$ cat src/rtl/goertzel_seq_ctrl.sv
// Goertzel frame sequencer: clear, N x (scaler handshake + iteration), final stage, done.
// Optional watchdog on the two wait states is built when GOERTZEL_SEQ_WDOG_EN is defined.
module goertzel_seq_ctrl #(
    parameter int N_W      = 16,
    parameter int GAP_CYC  = 3,
    parameter int TO_W     = 12,
    parameter int TO_LIMIT = 4095
) (
    input  logic           clk,
    input  logic           rst,
    input  logic           start,
    input  logic           abort,
    input  logic [N_W-1:0] cfg_n,
    input  logic           cfg_cont,
    input  logic           adc_rdy,
    output logic           scale_en,
    input  logic           scale_valid,
    output logic           iter_clr,
    output logic           iter_en,
    output logic           final_en,
    input  logic           final_done,
    output logic           busy,
    output logic           frame_done,
    output logic [N_W-1:0] sample_cnt,
    output logic           err_cfg,
    output logic           err_timeout
);

    localparam int GAP_W = (GAP_CYC > 1) ? $clog2(GAP_CYC) : 1;

    typedef enum logic [3:0] {
        S_IDLE, S_CLEAR, S_REQ, S_WAIT_SCALE, S_ITER,
        S_GAP, S_FINAL, S_WAIT_FINAL, S_DONE
    } state_t;

    state_t           state_q, state_d;
    logic [N_W-1:0]   n_q, n_d;
    logic [N_W-1:0]   cnt_q, cnt_d;
    logic [GAP_W-1:0] gap_q, gap_d;
    logic             scale_en_q, scale_en_d;
    logic             err_cfg_q, err_cfg_d;
    logic             cfg_ok;

`ifdef GOERTZEL_SEQ_WDOG_EN
    logic [TO_W-1:0]  wd_q, wd_d;
    logic             err_to_q, err_to_d;
    logic             wd_hit;
    assign wd_hit = (wd_q == TO_W'(TO_LIMIT - 1));
`endif

    assign cfg_ok = (cfg_n >= N_W'(2));

    always_comb begin
        state_d   = state_q;
        n_d       = n_q;
        cnt_d     = cnt_q;
        gap_d     = gap_q;
        err_cfg_d = 1'b0;
`ifdef GOERTZEL_SEQ_WDOG_EN
        err_to_d  = err_to_q;
`endif
        case (state_q)
            S_IDLE: begin
                if (start) begin
                    if (cfg_ok) begin
                        n_d     = cfg_n;
                        cnt_d   = '0;
                        state_d = S_CLEAR;
`ifdef GOERTZEL_SEQ_WDOG_EN
                        err_to_d = 1'b0;
`endif
                    end else begin
                        err_cfg_d = 1'b1;
                    end
                end
            end
            S_CLEAR: state_d = S_REQ;
            S_REQ: if (adc_rdy) state_d = S_WAIT_SCALE;
            S_WAIT_SCALE: begin
                if (scale_valid) begin
                    cnt_d   = cnt_q + N_W'(1);
                    state_d = S_ITER;
                end
`ifdef GOERTZEL_SEQ_WDOG_EN
                else if (wd_hit) begin
                    err_to_d = 1'b1;
                    state_d  = S_IDLE;
                end
`endif
            end
            // cnt_q already holds the count for the iteration strobed this cycle
            S_ITER: begin
                if (cnt_q == n_q) begin
                    state_d = S_FINAL;
                end else begin
                    gap_d   = '0;
                    state_d = S_GAP;
                end
            end
            S_GAP: begin
                if (gap_q == GAP_W'(GAP_CYC - 1)) state_d = S_REQ;
                else                              gap_d   = gap_q + GAP_W'(1);
            end
            S_FINAL: state_d = S_WAIT_FINAL;
            S_WAIT_FINAL: begin
                if (final_done) state_d = S_DONE;
`ifdef GOERTZEL_SEQ_WDOG_EN
                else if (wd_hit) begin
                    err_to_d = 1'b1;
                    state_d  = S_IDLE;
                end
`endif
            end
            S_DONE: begin
                if (cfg_cont && cfg_ok) begin
                    n_d     = cfg_n;
                    cnt_d   = '0;
                    state_d = S_CLEAR;
                end else begin
                    err_cfg_d = cfg_cont;
                    state_d   = S_IDLE;
                end
            end
            default: state_d = S_IDLE;
        endcase

        if (abort) begin
            state_d   = S_IDLE;
            n_d       = n_q;
            cnt_d     = cnt_q;
            err_cfg_d = 1'b0;
`ifdef GOERTZEL_SEQ_WDOG_EN
            err_to_d  = err_to_q;
`endif
        end
    end

    // Scaler enable is a clean registered level that is high exactly while waiting on it
    assign scale_en_d = (state_d == S_WAIT_SCALE);

`ifdef GOERTZEL_SEQ_WDOG_EN
    always_comb begin
        wd_d = '0;
        if ((state_d == state_q) &&
            (state_q == S_WAIT_SCALE || state_q == S_WAIT_FINAL))
            wd_d = wd_q + TO_W'(1);
    end
`endif

    always_ff @(posedge clk) begin
        if (rst) begin
            state_q    <= S_IDLE;
            n_q        <= '0;
            cnt_q      <= '0;
            gap_q      <= '0;
            scale_en_q <= 1'b0;
            err_cfg_q  <= 1'b0;
`ifdef GOERTZEL_SEQ_WDOG_EN
            wd_q       <= '0;
            err_to_q   <= 1'b0;
`endif
        end else begin
            state_q    <= state_d;
            n_q        <= n_d;
            cnt_q      <= cnt_d;
            gap_q      <= gap_d;
            scale_en_q <= scale_en_d;
            err_cfg_q  <= err_cfg_d;
`ifdef GOERTZEL_SEQ_WDOG_EN
            wd_q       <= wd_d;
            err_to_q   <= err_to_d;
`endif
        end
    end

    assign scale_en   = scale_en_q;
    assign iter_clr   = (state_q == S_CLEAR);
    assign iter_en    = (state_q == S_ITER);
    assign final_en   = (state_q == S_FINAL);
    assign frame_done = (state_q == S_DONE);
    assign busy       = (state_q != S_IDLE);
    assign sample_cnt = cnt_q;
    assign err_cfg    = err_cfg_q;

`ifdef GOERTZEL_SEQ_WDOG_EN
    assign err_timeout = err_to_q;
`else
    logic unused_wd_params;
    assign unused_wd_params = (TO_W > 0) && (TO_LIMIT > 0);
    assign err_timeout      = 1'b0;
`endif

endmodule

$ cat config.mk
export PLATFORM = sky130hd
export DESIGN_NAME = goertzel_seq_ctrl
export DESIGN_NICKNAME = d
export VERILOG_FILES = /design/src/rtl/goertzel_seq_ctrl.sv
export SDC_FILE = /design/constraint.sdc
export NUM_CORES = 1
export LEC_CHECK = 0
export CORE_MARGIN = 5
export CORE_UTILIZATION = 45
export DETAILED_ROUTE_END_ITERATION = 16
export PLACE_DENSITY = 0.71
export REMOVE_ABC_BUFFERS = 1
export SLEW_MARGIN = 0
export SYNTH_ARGS = -nofsm -noshare
export SYNTH_HDL_FRONTEND = slang
export SYNTH_SLANG_ARGS = --single-unit
$ cat constraint.sdc
create_clock -name clk -period 4.98 [get_ports clk]
set_input_delay 0.996 -clock clk [delete_from_list [all_inputs] [get_ports clk]]
set_output_delay 0.996 -clock clk [all_outputs]
set_load 0.005 [all_outputs]
* Word-level counts from Yosys, hierarchy flattened
Index checks and enable logic that the tools add are counted.
Word-level totals: bits in registers 40, latch bits 0, memory bits (writable) 0, ROM bits 0, word-level logic and storage cells 63, memories kept 0
Operators by class: add/subtract/negate cells 2, multiply operators 0, divide/modulo/power cells 0, order comparisons 1, equal/unequal tests 17, shift operators 0, muxes and demuxes 26, bitwise logic cells 1, reduce and logical (&&, ||, !) cells 10
Operators with widths (count):
- 16-bit two-way mux | 7
- 16-bit one-hot mux with 3 select lines | 1
- 4-bit one-hot mux with 9 select lines | 1
- 16-bit one-hot mux with 2 select lines | 1
- 4-bit two-way mux | 7
- 16-bit by 1-bit adder with 16-bit output (second input constant) | 1
- 16-bit equality test | 1
- 4-bit by 3-bit equality test with 1-bit output (second input constant) | 4
- 16-bit by 2-bit greater-or-equal comparator with 1-bit output (second input constant) | 1
- 4-bit by 2-bit equality test with 1-bit output (second input constant) | 3
- 2-bit inequality test (second input constant) | 5
- 2-bit two-way mux | 3
- 6-bit AND reduction | 1
- 5-bit AND reduction | 1
- 4-bit by 1-bit equality test with 1-bit output (second input constant) | 1
- 4-bit equality test (second input constant) | 1
- 4-bit zero test | 1
- 1-bit two-way mux | 4
- 2-bit one-hot mux with 2 select lines | 1
- 2-bit nonzero test | 2
- 4-bit nonzero test | 1
- 3-bit AND reduction | 1
- 3-bit nonzero test | 1
- 2-bit by 1-bit adder with 2-bit output (second input constant) | 1
- other kinds (6) | 6

* Depth between registers and ports, before layout
Gate-level depths: netlist of run 1.
depth in word-level cells 6, mapped depth 7, gate-level depth less buffers 6

* Worst setup path after synthesis of run 1
Ideal clock, no wire load.
path kind input port to flip-flop, start in cfg_n[15], end reg n_q[10], setup time 70 ps, arrival time 2179 ps, path slack 2731 ps, stages 6, buffers on the path 2, cells stage by stage nor4_1 and4_1 buf_2 clkbuf_1 o21ai_0 a21oi_1
Between the ends: word-level cells in the longest chain between the ends 4, elaborated cells between the ends (all ways) 5, those cells by class 1 x order compare; 2 x eq/ne; 2 x reduce/logical
RTL lines:
- start: declaration | RTL line 13 | input logic [N_W-1:0] cfg_n,
- 16-bit by 2-bit greater-or-equal comparator with 1-bit output (*) | RTL line 51 | assign cfg_ok = (cfg_n >= N_W'(2));
- 1-bit logical AND | RTL line 115 | if (cfg_cont && cfg_ok) begin
- 2-bit by 1-bit inequality test with 1-bit output (no line)
- 5-bit AND reduction (no line) (*)
- end signal: assignment | RTL line 164 | n_q <= n_d;
- end: declaration | RTL line 37 | logic [N_W-1:0] n_q, n_d;
Mark *: on every way between the ends. The rest lies on a longest branch, timed or not. A chain may end at the register's enable or synchronous reset.

* Final worst setup path of run 1
start in cfg_n[15], end reg cnt_q[4] (netlist: sample_cnt[4])
Between the ends: word-level cells in the longest chain between the ends 4, elaborated cells between the ends (all ways) 5, those cells by class 1 x order compare; 2 x eq/ne; 2 x reduce/logical
RTL lines:
- 16-bit by 2-bit greater-or-equal comparator with 1-bit output (*) | RTL line 51
- 1-bit logical AND | RTL line 115
- 2-bit by 1-bit inequality test with 1-bit output (no line)
- 6-bit AND reduction (no line) (*)
- end signal: assignment | RTL line 165 | cnt_q <= cnt_d;
- end: declaration | RTL line 38 | logic [N_W-1:0] cnt_q, cnt_d;
Marks and branches as above.

==> metrics.md, run 1 <==
| Metric | Value |
|---|---|
| Seq/Total Area, Yosys | `0.357` |
| Fin util | `0.583` |
| Vias post-DR | `2,173` |
| Cell count after synthesis | `275` |
| Hold_ws | `490 ps` |
| WL/cell | `15.2 um` |
| Drt drc | `0` |
| Post-Syn Area | `2240 sq um` |
| Mean Syn Cell Area | `8.15 sq um` |
| CTS tree | `done` |
| Asr flop ratio synth | `0` |
| Pin count of the biggest net entering global routing | `26` |
| Worst-Skew Late Latency | `290 ps` |
| Crit-path max FO | `20` |
| Hold Path Class | `reg2reg` |
| Fillcell total | `457` |
| Max-slew violations | `0` |
| Number of synthesized flops with an enable pin | `0` |
| Grt ovf | `0` |
| Post-Route WL | `5.70 mm` |
| CP required | `5180 ps` |
| Synth Warn # | `0` |
| Post-synth cell types | `55` |
| Setup bufs post-CTS | `0` |
| Min Tclk post-route | `2950 ps` |
| Synth top area share | `0.357` |
| H-Tree Depth | `2` |
| Clock Path Buffers | `2` |
| # clock sinks | `40` |
| Total power | `632 uW` |
| Post-CTS Resized | `0` |
| Layout cells sized above 1 | `0.0485` |
| Fin crit share | `0.591` |
| Flops & latches, synth | `40` |
| Core area | `4790 sq um` |
| Antenna Cells | `0` |
| Worst Skew | `2.81 ps` |
| Row cnt | `25` |
| Crit Path Category | `in2reg` |
| Die Width | `80.6 um` |
| DRT antenna net count | `0` |
| Vias in the first global route | `1,921` |
| Top Ports | `48` |
| Nets | `335` |
| Pwr dens | `226 nW/um^2` |
| Global-route wire length before repair | `9.56 mm` |
| Initial antenna violation count | `0` |
| Setup crit start kind | `primary input` |
| Vias/cell | `5.78` |
| Worst-Margin Slew | `985 ps` |
| Status | `finished, final reports clean` |
| CP delay by family, top | `simple AND/OR/NAND/NOR gates` |
| Post-synth top area cell | `dfxtp_1` |
| Num CTS Buffers | `5` |
| Post-synth top flop | `dfxtp_1` |
| CTS root buf | `clkbuf_8` |
| Setup slack after layout | `2030 ps` |
| Place WS | `1680 ps` |
| Largest cells by area after synthesis | `dfxtp_1 (36%), xor2_1 (6.3%), a21oi_1 (5.8%)` |
| Fmax achieved | `0.340 GHz` |
| Worst-path cell chain | `clkdlybuf4s50_1 -> nor4_1 -> and4_1 -> o21ai_2 -> a311oi_1` |
| Worst-path clk slew | `70 ps` |
| Detail Placement HPWL | `4.21 mm` |
| Area growth syn-to-layout | `24.4%` |
| Max_cap viols | `0` |
| Critical path's largest stage delay | `670 ps` |
| Final setup viols | `0` |
| Cts hold-fix bufs | `0` |
| Setup TNS | `0 ps` |
| First-iteration detailed-routing DRC count | `211` |
| Leak | `0.000986 uW` |
| Final Hold Viols | `0` |
| Crit-path slowest cell | `and4_1` |
| CP arrival | `3150 ps` |
| Starting Density | `0.468` |
| Worst VDD drop | `115 uV` |
| First drt pass iteration count | `4` |
| Setup repair after global routing missed its margin | `no` |
| Gpl congestion | `0.901` |
| Buf/Inv on CP | `1` |
| Die area | `6490 sq um` |
| CP Capture Type | `flop` |
| Slew headroom | `0.340` |
| Die H | `80.6 um` |
| GRT Total Usage | `0.187` |
| Buffers on Ports | `46` |
state kept, by name, indices dropped and copies added (netlist names):
name / cells
err_cfg: 1
gap_q: 2
n_q: 16
sample_cnt: 16
scale_en: 1
state_q: 4
routing by layer:
metal	vias to the layer above	GRT usage	wire length, um
li1	1106	-	-
met1	979	0.260	2640
met2	78	0.281	2550
met3	10	0.0437	410
met4	0	0.0676	99
met5	-	0	0
cells by family (layout without fill, tap and decap cells):
logic type	Yosys count	in the layout	share of synthesized area
other	1	1	0.00167
AOI/OAI and AO/OA	83	83	0.238
buffers and inverters	26	60	0.0547
muxes	2	2	0.00893
xor gates and xnor gates	16	16	0.0625
DFF	40	40	0.357
adders and majority gates	2	2	0.0112
and+or+nand+nor	105	105	0.266
synthesized netlist by cell type, types with 8 or more instances:
cell type and count:
a21oi_1 26, o21ai_0 19, a311oi_1 8, nand2_1 14, dfxtp_1 40, nand3_1 19, clkbuf_1 12, nor4_1 11
nor2_1 13, xor2_1 16
worst paths after layout:
path	from	to	slack, ps	depth (start not counted)
hold reg to reg	n_q[9]	n_q[9]	490	2
setup reg to reg	state_q[1]	sample_cnt[4]	2570	4
setup / recovery	cfg_n[15]	sample_cnt[4]	2030	5
hold / removal	n_q[9]	n_q[9]	490	2
power breakdown:
group          internal (uW)  switching (uW)  total, uW
combinational           33.2            34.5       67.7
clock                    123             109        232
sequential               327            5.48        332
cell usage in the layout (no fill, tap or decap), types with 3 or more instances in the layout:
cell | synthesis | routed
nor3_1 | 5 | 5
o21ai_0 | 19 | 19
a31oi_1 | 3 | 3
nand2b_1 | 5 | 5
and3_1 | 3 | 3
nor4_1 | 11 | 11
nand3_1 | 19 | 19
and4_1 | 5 | 5
o211ai_1 | 5 | 5
clkdlybuf4s50_1 | 0 | 46
nor2b_1 | 4 | 4
dfxtp_1 | 40 | 40
or3_1 | 6 | 6
nor2_1 | 13 | 13
clkbuf_8 | 0 | 7
nand2_1 | 14 | 14
nand4_1 | 6 | 6
inv_1 | 6 | 6
xor2_1 | 16 | 16
a21oi_1 | 26 | 26
a311oi_1 | 8 | 8
and2_1 | 4 | 4
area by class of cell:
| cell class | instances | area [sq um] | area share |
|---|---|---|---|
| clock buffers | 7 | 96.3 | 0.0345 |
| flip-flops and latches | 40 | 801 | 0.287 |
| repair buffers | 47 | 468 | 0.168 |
| inverters | 6 | 22.5 | 0.00807 |
| well taps | 67 | 83.8 | 0.0300 |
| multi-input cells | 209 | 1320 | 0.473 |
worst register-to-register path, stage by stage (launching register included):
cell	delay [ps]
dfxtp_1	410
or3_1	480
or3_1	640
o21ai_2	550
a311oi_1	180
stage by stage:
step                      cells  area, sq um
after floorplan             255         2140
after global placement      369         2690
after detailed placement    369         2690
after CTS                   376         2790
after global routing        376         2790
final                       376         2790
Note: power is estimated with default switching activity, not from simulation.
==> run 2: changes to the inputs <==
- clock period: 4.98 -> 2.8 ns (I/O delays scaled with it)
==> metrics.md, run 2 (same netlist as run 1, synthesis figures left out) <==
| Metric | Value |
|---|---|
| Status | `finished, final reports clean` |
| Worst-Skew Late Latency | `290 ps (about the same)` |
| Slew headroom | `0.612 (+0.272)` |
| Layout cells sized above 1 | `0.0726 (+0.0240)` |
| Die area | `6490 sq um (unchanged)` |
| Pwr dens | `416 nW/um^2 (+84%)` |
| Setup repair after global routing missed its margin | `no` |
| Fmax achieved | `0.392 GHz` |
| Place WS | `406 ps (-1270 ps)` |
| Global-route wire length before repair | `9.76 mm (+2.2%)` |
| Die Width | `80.6 um (unchanged)` |
| Max_cap viols | `0 (unchanged)` |
| Grt ovf | `0 (unchanged)` |
| Top Ports | `48 (unchanged)` |
| Gpl congestion | `0.919 (+2.0%)` |
| Die H | `80.6 um (unchanged)` |
| Setup slack after layout | `250 ps (-1780 ps)` |
| Final setup viols | `0 (unchanged)` |
| Max-slew violations | `0 (unchanged)` |
| Setup TNS | `0 ps (unchanged)` |
| Area growth syn-to-layout | `27.5%` |
| CTS tree | `done` |
| Leak | `0.00102 uW (+3.8%)` |
| Num CTS Buffers | `5 (unchanged)` |
| Vias/cell | `5.83 (+0.89%)` |
| CTS root buf | `clkbuf_8` |
| First drt pass iteration count | `4 (unchanged)` |
| Fillcell total | `441 (-3.5%)` |
| GRT Total Usage | `0.193 (+0.00545)` |
| Commonest non-fill, non-tap cell in the layout | `clkdlybuf4s50_1` |
| Vias in the first global route | `1,985 (+3.3%)` |
| DRT antenna net count | `0 (unchanged)` |
| Clock Path Buffers | `2 (unchanged)` |
| Setup crit start kind | `flop` |
| Initial antenna violation count | `0 (unchanged)` |
| Antenna Cells | `0 (unchanged)` |
| Row cnt | `25 (unchanged)` |
| Min Tclk post-route | `2550 ps` |
| First-iteration detailed-routing DRC count | `154 (-27%)` |
| # clock sinks | `40 (unchanged)` |
| Core area | `4790 sq um (unchanged)` |
| Crit Path Category | `reg2out` |
| Post-Route WL | `5.99 mm (+5.1%)` |
| CP arrival | `1990 ps (-1160 ps)` |
| Setup bufs post-CTS | `0 (unchanged)` |
| Starting Density | `0.468 (unchanged)` |
| Drt drc | `0 (unchanged)` |
| Cts hold-fix bufs | `0 (unchanged)` |
| Post-CTS Resized | `0 (unchanged)` |
| DP Cell Count | `376 (+1.9%)` |
| Worst Skew | `3.23 ps (+0.419 ps)` |
| Most frequent cells in the layout | `clkdlybuf4s50_1 (46), dfxtp_1 (40), a21oi_1 (26)` |
| Worst-Margin Slew | `567 ps (-417 ps)` |
| H-Tree Depth | `2 (unchanged)` |
| Vias post-DR | `2,239 (+3.0%)` |
| Nets | `342 (+2.1%)` |
| Post-route insts no fill | `384 (+2.1%)` |
| CP required | `2240 ps (-2940 ps)` |
| Detail Placement HPWL | `4.45 mm (+5.9%)` |
| Crit-path max FO | `7 (-65%)` |
| Worst-path clk slew | `80 ps (about the same)` |
| Pin count of the biggest net entering global routing | `23 (-12%)` |
| Worst VDD drop | `303 uV (+160%)` |
| CP Capture Type | `output port` |
| Buffers on Ports | `46 (unchanged)` |
| Fin crit share | `0.911` |
| Final Hold Viols | `0 (unchanged)` |
| WL/cell | `15.6 um (+2.9%)` |
| Hold Path Class | `reg2reg` |
## run 2: layout make-up
class                      instances  area, sq um  share of cell area
clock buffer                       5         68.8              0.0241
clock inverter                     3         42.5              0.0149
inverter                           6         22.5             0.00788
multi-input combinational        209         1320               0.461
sequential                        40          801               0.280
tap                               67         83.8              0.0293
timing repair buffer              54          520               0.182
## run 2: per-stage QoR
stage	hold WS [ps]	area [sq um]	util	total power, uW
final	494	2860	0.597	1190
after global routing	513	2860	0.597	1240
after CTS	493	2860	0.597	1200
after floorplan	459	2140	-	656
after global placement	478	2750	0.574	727
after detailed placement	482	2750	0.574	729
## run 2: power by group
| part | total [uW] | switching [uW] | internal, uW | leakage [uW] |
|---|---|---|---|---|
| registers | 591 | 10.2 | 581 | 0.000324 |
| logic | 125 | 63.1 | 62.2 | 0.000645 |
| clock network | 472 | 208 | 264 | 0.0000541 |
## run 2: worst paths after layout
kind,startpoint,cells after the start,endpoint,slack (ps)
worst max-delay path,state_q[2],4,iter_en,250
worst min-delay path,n_q[6],2,n_q[6],490
worst max register to register,state_q[1],4,sample_cnt[3],670
worst min register to register,n_q[6],2,n_q[6],490
## run 2: worst max-delay path, cell delays in order, from the launching register on
cell             delay [ps]
dfxtp_1                 450
nor2b_1                 380
nand2_1                 190
inv_1                   160
clkdlybuf4s50_1         520
## run 2: routing by layer
metal | vias to the layer above | wire length (um) | track usage
li1 | 1115 | - | -
met1 | 1051 | 2770 | 0.260
met2 | 68 | 2790 | 0.305
met3 | 5 | 362 | 0.0392
met4 | 0 | 73 | 0.0642
met5 | - | 0 | 0
